### config.mk
export PLATFORM = sky130hd
export DESIGN_NAME = cmd_response_receiver_flat
export DESIGN_NICKNAME = d
export VERILOG_FILES = /design/src/rtl/sd_cmd_pkg.sv /design/src/rtl/cmd_response_receiver_if.sv /design/src/rtl/cmd_crc7.sv /design/src/rtl/cmd_response_receiver.sv /design/src/flat_wrapper.sv
export SDC_FILE = /design/constraint.sdc
export NUM_CORES = 1
export LEC_CHECK = 0
export BUFFER_PORTS_ARGS = -buffer_cell sky130_fd_sc_hd__buf_2
export CAP_MARGIN = 20
export CORE_MARGIN = 2
export CORE_UTILIZATION = 49
export DETAILED_ROUTE_END_ITERATION = 7
export PLACE_DENSITY = 0.81
export SKIP_CTS_REPAIR_TIMING = 1
export SLEW_MARGIN = 5
export SYNTH_ARGS = -nofsm -noshare
export SYNTH_HDL_FRONTEND = slang
export SYNTH_SLANG_ARGS = --single-unit
### constraint.sdc
create_clock -name sd_clock -period 2.5 [get_ports sd_clock]
set_clock_uncertainty 0.2 [all_clocks]
set_input_delay 0.375 -clock sd_clock [delete_from_list [all_inputs] [get_ports sd_clock]]
set_output_delay 0.375 -clock sd_clock [all_outputs]
set_load 0.01 [all_outputs]
### src/rtl/sd_cmd_pkg.sv
// sd_cmd_pkg: state encodings, frame lengths and CRC7 constants for the CMD response receiver
package sd_cmd_pkg;
  typedef enum logic [2:0] {IDLE, WAIT_START, RECEIVE, DONE, TIMEOUT} state_t;
  localparam int SHORT_LEN = 48;
  localparam int LONG_LEN = 136;
  localparam logic [6:0] CRC7_POLY = 7'h09;
  localparam int NCR_TIMEOUT_DEF = 64;
  function automatic logic [6:0] crc7_step(input logic [6:0] crc, input logic d);
    return {crc[5:0], 1'b0} ^ ((crc[6] ^ d) ? CRC7_POLY : 7'h00);
  endfunction
endpackage

### src/rtl/cmd_response_receiver_if.sv
// cmd_response_receiver_if: receive request, serial CMD line and response result signals
interface cmd_response_receiver_if;
  logic enable;
  logic long_response;
  logic cmd_in;
  logic [sd_cmd_pkg::LONG_LEN-1:0] pad_response;
  logic reception_complete;
  logic no_response;
  logic crc_error;
  modport master(output enable, long_response, cmd_in, input pad_response, reception_complete, no_response, crc_error);
  modport slave(input enable, long_response, cmd_in, output pad_response, reception_complete, no_response, crc_error);
endinterface

### src/rtl/cmd_crc7.sv
// cmd_crc7: serial CRC7 (x^7+x^3+1, seed 0) register with clear and enable
module cmd_crc7
  import sd_cmd_pkg::*;
(
  input  logic       clk,
  input  logic       clear,
  input  logic       enable,
  input  logic       data_in,
  output logic [6:0] crc
);
  logic [6:0] crc_q, crc_d;
  always_comb crc_d = clear ? 7'h00 : enable ? crc7_step(crc_q, data_in) : crc_q;
  always_ff @(posedge clk) crc_q <= crc_d;
  assign crc = crc_q;
endmodule

### src/rtl/cmd_response_receiver.sv
// cmd_response_receiver: captures an SD CMD response frame, flags timeout, CRC7 and end-bit errors
module cmd_response_receiver
  import sd_cmd_pkg::*;
#(
  parameter int NCR_TIMEOUT = NCR_TIMEOUT_DEF
) (
  input logic sd_clock,
  input logic reset,
  cmd_response_receiver_if.slave bus
);
  localparam int CW = $clog2((NCR_TIMEOUT > LONG_LEN ? NCR_TIMEOUT : LONG_LEN) + 1);
  state_t state_q, state_d;
  logic [CW-1:0] cnt_q, cnt_d, bit_q, bit_d, len_q, len_d;
  logic [LONG_LEN-1:0] pad_q, pad_d, pad_sh;
  logic sample, crc_clr, crc_en;
  logic [6:0] crc;
  assign pad_sh = {pad_q[LONG_LEN-2:0], bus.cmd_in};
  always_comb begin
    state_d = state_q;
    cnt_d = cnt_q;
    bit_d = bit_q;
    len_d = len_q;
    pad_d = pad_q;
    crc_clr = 1'b0;
    sample = 1'b0;
    if (!bus.enable) begin
      state_d = IDLE;
    end else begin
      case (state_q)
        IDLE: begin
          state_d = WAIT_START;
          len_d = bus.long_response ? CW'(LONG_LEN) : CW'(SHORT_LEN);
          cnt_d = '0;
          bit_d = '0;
          pad_d = '0;
          crc_clr = 1'b1;
        end
        WAIT_START: begin
          // a start bit on the last timeout cycle wins over the timeout
          sample = !bus.cmd_in;
          bit_d = sample ? CW'(1) : bit_q;
          cnt_d = sample ? cnt_q : cnt_q + CW'(1);
          pad_d = sample ? pad_sh : pad_q;
          state_d = sample ? RECEIVE : cnt_q == CW'(NCR_TIMEOUT - 1) ? TIMEOUT : WAIT_START;
        end
        RECEIVE: begin
          sample = 1'b1;
          bit_d = bit_q + CW'(1);
          pad_d = pad_sh;
          state_d = bit_d == len_q ? DONE : RECEIVE;
        end
        default: ;
      endcase
    end
  end
  // CRC window: frame bits len-1-skip .. 8, where long frames skip their 8-bit header
  assign crc_en = sample && bit_d <= len_q - CW'(8) && bit_d > (len_q == CW'(LONG_LEN) ? CW'(8) : CW'(0));
  cmd_crc7 u_crc (
    .clk(sd_clock),
    .clear(reset | crc_clr),
    .enable(crc_en),
    .data_in(bus.cmd_in),
    .crc(crc)
  );
  always_ff @(posedge sd_clock) begin
    if (reset) begin
      state_q <= IDLE;
      cnt_q <= '0;
      bit_q <= '0;
      len_q <= '0;
      pad_q <= '0;
    end else begin
      state_q <= state_d;
      cnt_q <= cnt_d;
      bit_q <= bit_d;
      len_q <= len_d;
      pad_q <= pad_d;
    end
  end
  assign bus.pad_response = pad_q;
  assign bus.reception_complete = state_q == DONE;
  assign bus.no_response = state_q == TIMEOUT;
  assign bus.crc_error = state_q == DONE && (crc != pad_q[7:1] || !pad_q[0]);
endmodule

### src/flat_wrapper.sv
// flat-port wrapper written by rule: the top's interface ports become plain ports
module cmd_response_receiver_flat import sd_cmd_pkg::*;
#(
  parameter int NCR_TIMEOUT = NCR_TIMEOUT_DEF
)
  (sd_clock, reset, bus_enable, bus_long_response, bus_cmd_in, bus_pad_response, bus_reception_complete, bus_no_response, bus_crc_error);
  cmd_response_receiver_if bus_i ();
  input logic sd_clock;
  input logic reset;
  input wire logic [$bits(bus_i.enable)-1:0] bus_enable;
  input wire logic [$bits(bus_i.long_response)-1:0] bus_long_response;
  input wire logic [$bits(bus_i.cmd_in)-1:0] bus_cmd_in;
  output wire logic [$bits(bus_i.pad_response)-1:0] bus_pad_response;
  output wire logic [$bits(bus_i.reception_complete)-1:0] bus_reception_complete;
  output wire logic [$bits(bus_i.no_response)-1:0] bus_no_response;
  output wire logic [$bits(bus_i.crc_error)-1:0] bus_crc_error;
  assign bus_i.enable = bus_enable;
  assign bus_i.long_response = bus_long_response;
  assign bus_i.cmd_in = bus_cmd_in;
  assign bus_pad_response = bus_i.pad_response;
  assign bus_reception_complete = bus_i.reception_complete;
  assign bus_no_response = bus_i.no_response;
  assign bus_crc_error = bus_i.crc_error;
  cmd_response_receiver #(.NCR_TIMEOUT(NCR_TIMEOUT)) u_core (.sd_clock(sd_clock), .reset(reset), .bus(bus_i));
endmodule
* After elaboration in Yosys (flattened, before gate mapping)
Cells that the tools add are included.
** Cells by class
- Add/sub/neg operators :: 3
- Order comparisons :: 2
- Equal/unequal tests :: 10
- Muxes and demuxes :: 18
- Bitwise operators :: 4
- Reduce and logical (&&, ||, !) cells :: 13
** Operator list (count)
- one-hot mux 136 bit (3 select lines) :: 1
- 2-to-1 mux 136 bit :: 1
- 2-to-1 mux 8 bit :: 4
- one-hot mux 8 bit (3 select lines) :: 1
- adder 8 x 1 -> 8 bit (second input constant) :: 2
- one-hot mux 8 bit (2 select lines) :: 1
- one-hot mux 3 bit (3 select lines) :: 1
- == test 8 x 6 -> 1 bit (second input constant) :: 1
- == test 8 bit :: 1
- == test 8 bit (second input constant) :: 1
- > comparator 8 bit :: 1
- less-or-equal comparator 8 bit :: 1
- 2-to-1 mux 4 bit :: 2
- subtractor 8 x 4 -> 8 bit (second input constant) :: 1
- inequality test 7 bit :: 1
- XOR 7 x 4 -> 7 bit :: 1
- == test 3 x 2 -> 1 bit (second input constant) :: 2
- 2-to-1 mux 3 bit :: 2
- AND reduction 3 bit :: 2
- 2-to-1 mux 1 bit :: 4
- inequality test 2 bit (second input constant) :: 2
- == test 3 x 1 -> 1 bit (second input constant) :: 1
- == test 3 bit (second input constant) :: 1
- logical AND 1 bit :: 3
- other kinds (11) :: 12
** Storage, ports and cells
- Flip-flop bits (word level) :: 170
- Bits of input ports :: 5
- Output and inout port bits :: 139
- Word-level logic and storage cells :: 56

* Longest topological paths before layout
- Depth in word-level cells :: 6
- Gate-level depth with buffers :: 14
- Gate-level depth less buffers :: 12

* By module
From an unflattened synthesis, not the netlist that was laid out.
** Unflattened totals
- Cells, all modules :: 671
- Area total of the unflattened synthesis :: 6208.5 um2
** By module, submodules not included
- cmd_response_receiver :: instances 1, cells an instance 645, area an instance 5939.4 um2, seq. area each 3143.0 um2
- cmd_crc7 :: instances 1, cells an instance 26, area an instance 269.0 um2, seq. area each 140.1 um2

* Worst setup path after synthesis
Ideal clock, no wire load.
- Kind :: register -> register
- From :: register u_core.bit_q[1]
- To :: register u_core.u_crc.crc_q[1], in the netlist u_core.u_crc.crc[1]
- Library setup time :: 72 ps
- Data arrival time :: 2455 ps
- Data required time :: 2228 ps
- Slack :: -227 ps
- Cell stages (with the launch flop) :: 15
- Path buffers :: 2
- Clock period less this slack :: 2727 ps
- Path through :: dfxtp_1 > ha_1 > and3_1 > buf_6 > nor2_1 > o21ai_0 > nand2_1 > ha_1 > nor2b_1 > o21a_1 > o211ai_1 > o2bb2ai_1 > o311a_1 > buf_6 > mux2i_1
** Between the ends
- Cells in the longest elaborated chain, start to end :: 6
- Elaborated cells on any way between the ends :: 8
- Those cells by class :: add/sub: 1; order compare: 2; mux: 3; reduce/logical: 2
** Ends and longest elaborated chain
- start: declaration :: line cmd_response_receiver.sv:13 : logic [CW-1:0] cnt_q, cnt_d, bit_q, bit_d, len_q, len_d;
- start signal: assignment :: line cmd_response_receiver.sv:75 : bit_q <= bit_d;
- adder 8 x 1 -> 8 bit (*) :: line cmd_response_receiver.sv:48 : bit_d = bit_q + CW'(1);
- one-hot mux 8 bit (3 select lines) (*) :: line cmd_response_receiver.sv:29 : case (state_q)
- 2-to-1 mux 8 bit (*) :: line cmd_response_receiver.sv:26 : if (!bus.enable) begin
- via u_core.bit_d[4] :: line cmd_response_receiver.sv:13
- less-or-equal comparator 8 bit :: line cmd_response_receiver.sv:57 : assign crc_en = sample && bit_d <= len_q - CW'(8) && bit_d > (len_q == CW'(LONG_LEN) ? CW'(8) : CW'(0));
- logical AND 1 bit :: line cmd_response_receiver.sv:57
- logical AND 1 bit (*) :: line cmd_response_receiver.sv:57
- end signal: assignment :: line cmd_crc7.sv:13 : always_ff @(posedge clk) crc_q <= crc_d;
- end: declaration :: line cmd_crc7.sv:11 : logic [6:0] crc_q, crc_d;
Mark *: on every way through the listed nets, which the timed path passes. The rest lies on a longest branch.
A chain may end at the register's enable or synchronous reset.

* Worst setup path in the final report
- From :: register u_core.bit_q[1]
- To :: register u_core.u_crc.crc_q[2], in the netlist u_core.u_crc.crc[2]
Same word-level chain as after synthesis.

==> results_dict.tcl <==
set metrics [dict create \
    synth.most_common_cell "nand2_1" \
    fmax_mhz 381 \
    io_pins 144 \
    post-route-util 0.625 \
    p_per_area_mw_per_mm2 669 \
    grt.overflow.total 0 \
    maxSlewHeadroom 0.449 \
    critPathKind "reg -> reg" \
    worst_slack_ns -0.127 \
    synthToLayoutAreaGrowth_pct 25.6 \
    syn-instance-count 811 \
    gp_congestion 0.870 \
    yosysUniqueCellTypes 51 \
    coreArea_mm2 0.0132 \
    power_mw 5.52 \
    cap_violations 0 \
    crit_chain "buf_6 -> nand4_1 -> nor2_1 -> xnor2_1 -> o21ai_1 -> ha_1 -> o21a_1 -> o211ai_1 -> o2bb2ai_1 -> o311a_1 -> buf_12 -> mux2i_1" \
    root_buffer "clkbuf_16" \
    critPathMaxFanout 7 \
    ys.flop_type "dfxtp_1" \
    cp_slowest_stage_delay_ns 0.36 \
    diodes 0 \
    grt_pass1_vias 5292 \
    finalMaxSlewViolations 0 \
    placementRows 42 \
    postSynthAreaPerCell_um2 8.10 \
    critPathArrivalTime_ns 2.77 \
    io_buffers 143 \
    pwr-share-seq 0.475 \
    synth_enable_flop_cells 0 \
    drc 0 \
    first_pass_iters 5 \
    cp_slowest_cell "dfxtp_4" \
    final_antenna_net_count 0 \
    finalCritPeriodShare 1.05 \
    holdPathStages 3 \
    htree_levels 4 \
    ys_warn_count 0 \
    vias_per_cell 5.09 \
    yosys_register_bits 164 \
    drive_above_1_share 0.246 \
    clock_latency_ns 0.41 \
    die_h_um 120 \
    cts_tree "done" \
    p_sw_frac 0.218 \
    placed_area_mm2 0.00760 \
    netlist_top_cells_area "dfxtp_1 (50%), nand2_1 (16%), a21oi_1 (11%)" \
    syn_area_mm2 0.00657 \
    p_int_mw 4.32 \
    cp-start-kind "flip-flop" \
    min_period_ns 2.63 \
    rsz0062_at_grt "yes" \
    track_usage 0.217 \
    outcome "finished, violations left" \
    first_iter_violations 439 \
    yosys-top-cells-count "nand2_1 (286), dfxtp_1 (164), a21oi_1 (143)" \
    fin_nets 976 \
    num-fill-cells 1151 \
    p_switching_mw 1.20 \
    grt_antenna_before_repair 0 \
    worstPathRequired_ns 2.64 \
    yosys.area.top_type "dfxtp_1" \
    numCtsBuffers 17 \
    rrSetupSlack_ns -0.13 \
    stdcell_area_mm2 0.00825 \
    end_kind "flip-flop" \
    initial_core_util 0.498 \
    regToRegStartpoint "u_core.bit_q[1]" \
    grt_pass1_wl_um 25300 \
    clockBufferDepth 2 \
    vias 5849 \
    tightestPinTransition_ns 0.826 \
    grt_start_max_net_pins 85 \
    clkPwrFrac 0.484 \
    power_frac_comb 0.041 \
    hold_viol_final 0 \
    synth_top_area_frac 0.500 \
    cts_sinks 164 \
    synth_nets 828 \
    hold_slack_ns 0.0667 \
    dp_slack_ns -0.217 \
    hp-start "bus_long_response" \
    r2r_end "u_core.u_crc.crc[2]" \
    p_leak_nw 3.36 \
    setup_viol 7 \
    min_to "u_core.len_q[3]" \
    ff2ff_path_depth 12 \
    async_flop_share 0 \
    wl_per_cell_um 13.5 \
    hold_path.class "in -> reg" \
    ir_worst_vdd_mv 0.599 \
    die_x_um 120 \
    dp_hpwl_um 10400 \
    dieArea_mm2 0.0143 \
    violations "setup timing" \
    finalWirelength_um 15500 \
    synth_seq_area_share 0.500 \
    clk_pin_slew_ns 0.06 \
]
-- how the worst max path moves through the flow --
stage	slack, ns	startpoint	to
final	-0.13	u_core.bit_q[1]	u_core.u_crc.crc[2]
after global routing	-0.29	u_core.bit_q[1]	u_core.u_crc.crc[2]
after CTS	-0.17	u_core.state_q[0]	u_core.u_crc.crc[2]
after detailed placement	-0.22	bus_enable	u_core.u_crc.crc[6]
after global placement	-0.13	bus_enable	u_core.u_crc.crc[4]
after floorplan	-0.05	u_core.bit_q[1]	u_core.u_crc.crc[1]
-- sequential cells by signal (all words and copies together) (netlist names) --
register	flops
u_core.cnt_q	8
u_core.u_crc.crc	7
u_core.bit_q	8
u_core.state_q	3
u_core.len_q	2
u_core.bus.pad_response	136
-- cells in the final DEF (no fill, tap or decap), types with 2 or more instances in the layout --
cell type,synthesis,layout
ha_1,12,10
inv_1,9,9
bufinv_16,0,3
dfxtp_1,164,161
xnor2_1,12,12
clkbuf_16,0,18
dfxtp_4,0,2
nand2b_1,4,4
nor2_1,26,26
ha_4,0,2
o21a_1,4,3
or3b_1,2,2
inv_6,0,2
nand2_1,286,285
nand4_1,8,8
o2bb2ai_1,2,2
or3_1,2,2
a21oi_1,143,142
nand3_1,7,7
nor3b_1,5,5
o211ai_1,2,2
mux2i_1,10,10
a22oi_1,2,2
and3_1,6,5
clkinv_2,0,3
and2_1,2,2
xor2_1,6,6
clkbuf_1,31,3
clkinv_4,0,2
o21ai_1,3,4
buf_12,0,4
o21ai_0,9,7
buf_4,4,40
buf_2,12,142
o21ai_2,2,3
nor2b_1,4,4
-- routing by layer --
| metal | share of wire | wire length [µm] | GRT usage | vias to the layer above |
|---|---|---|---|---|
| met5 | 0 | 0 | 0 | - |
| met4 | 0.017 | 267 | 0.0691 | 0 |
| met3 | 0.063 | 979 | 0.0642 | 17 |
| met2 | 0.47 | 7220 | 0.341 | 173 |
| met1 | 0.45 | 6990 | 0.287 | 2710 |
| li1 | - | - | - | 2949 |
-- worst max-delay path: cells and delay by family, from the launching register on --
family / cells / cell delay [ns]
AOI/OAI and AO/OA: 5 / 0.78
DFF: 1 / 0.36
and+or+nand+nor: 2 / 0.32
adders and majority gates: 1 / 0.32
buffers and inverters: 2 / 0.24
muxes: 1 / 0.18
xor gates and xnor gates: 1 / 0.16
-- metrics by stage --
stage	cells	setup TNS (ns)
5_1_grt	1148	-1.92
3_3_place_gp	1115	-0.879
4_1_cts	1147	-1.01
6_report	1148	-0.762
2_1_floorplan	811	-0.365
3_5_place_dp	1115	-1.50
-- cells by family (layout without fill, tap and decap cells) --
group / Yosys count / count (layout) / share of synthesized area
compound gates: 175 / 175 / 0.147
xor+xnor: 19 / 19 / 0.0265
fa+ha+maj: 12 / 12 / 0.0229
buf+inv: 67 / 228 / 0.0545
flops: 164 / 164 / 0.500
mux: 11 / 11 / 0.0170
simple gates: 363 / 363 / 0.233
-- power groups by stage --
stage / clock (mW) / combinational [mW] / sequential (mW)
finish: 2.67 / 0.229 / 2.62
global route: 2.84 / 0.252 / 2.62
CTS: 2.72 / 0.224 / 2.62
detailed placement: 0 / 0.223 / 2.68
global placement: 0 / 0.223 / 2.68
floorplan: 0 / 0.160 / 2.68
-- area by class of cell --
| type | instances | area [µm²] | area share |
|---|---|---|---|
| flip-flops and latches | 164 | 3290 | 0.399 |
| well taps | 176 | 220 | 0.0267 |
| clock inverters | 11 | 148 | 0.0179 |
| multi-input cells | 580 | 2990 | 0.363 |
| inverters | 9 | 33.8 | 0.00409 |
| clock buffers | 21 | 462 | 0.0560 |
| repair buffers | 187 | 1100 | 0.134 |
(Power assumes the default switching activity.)
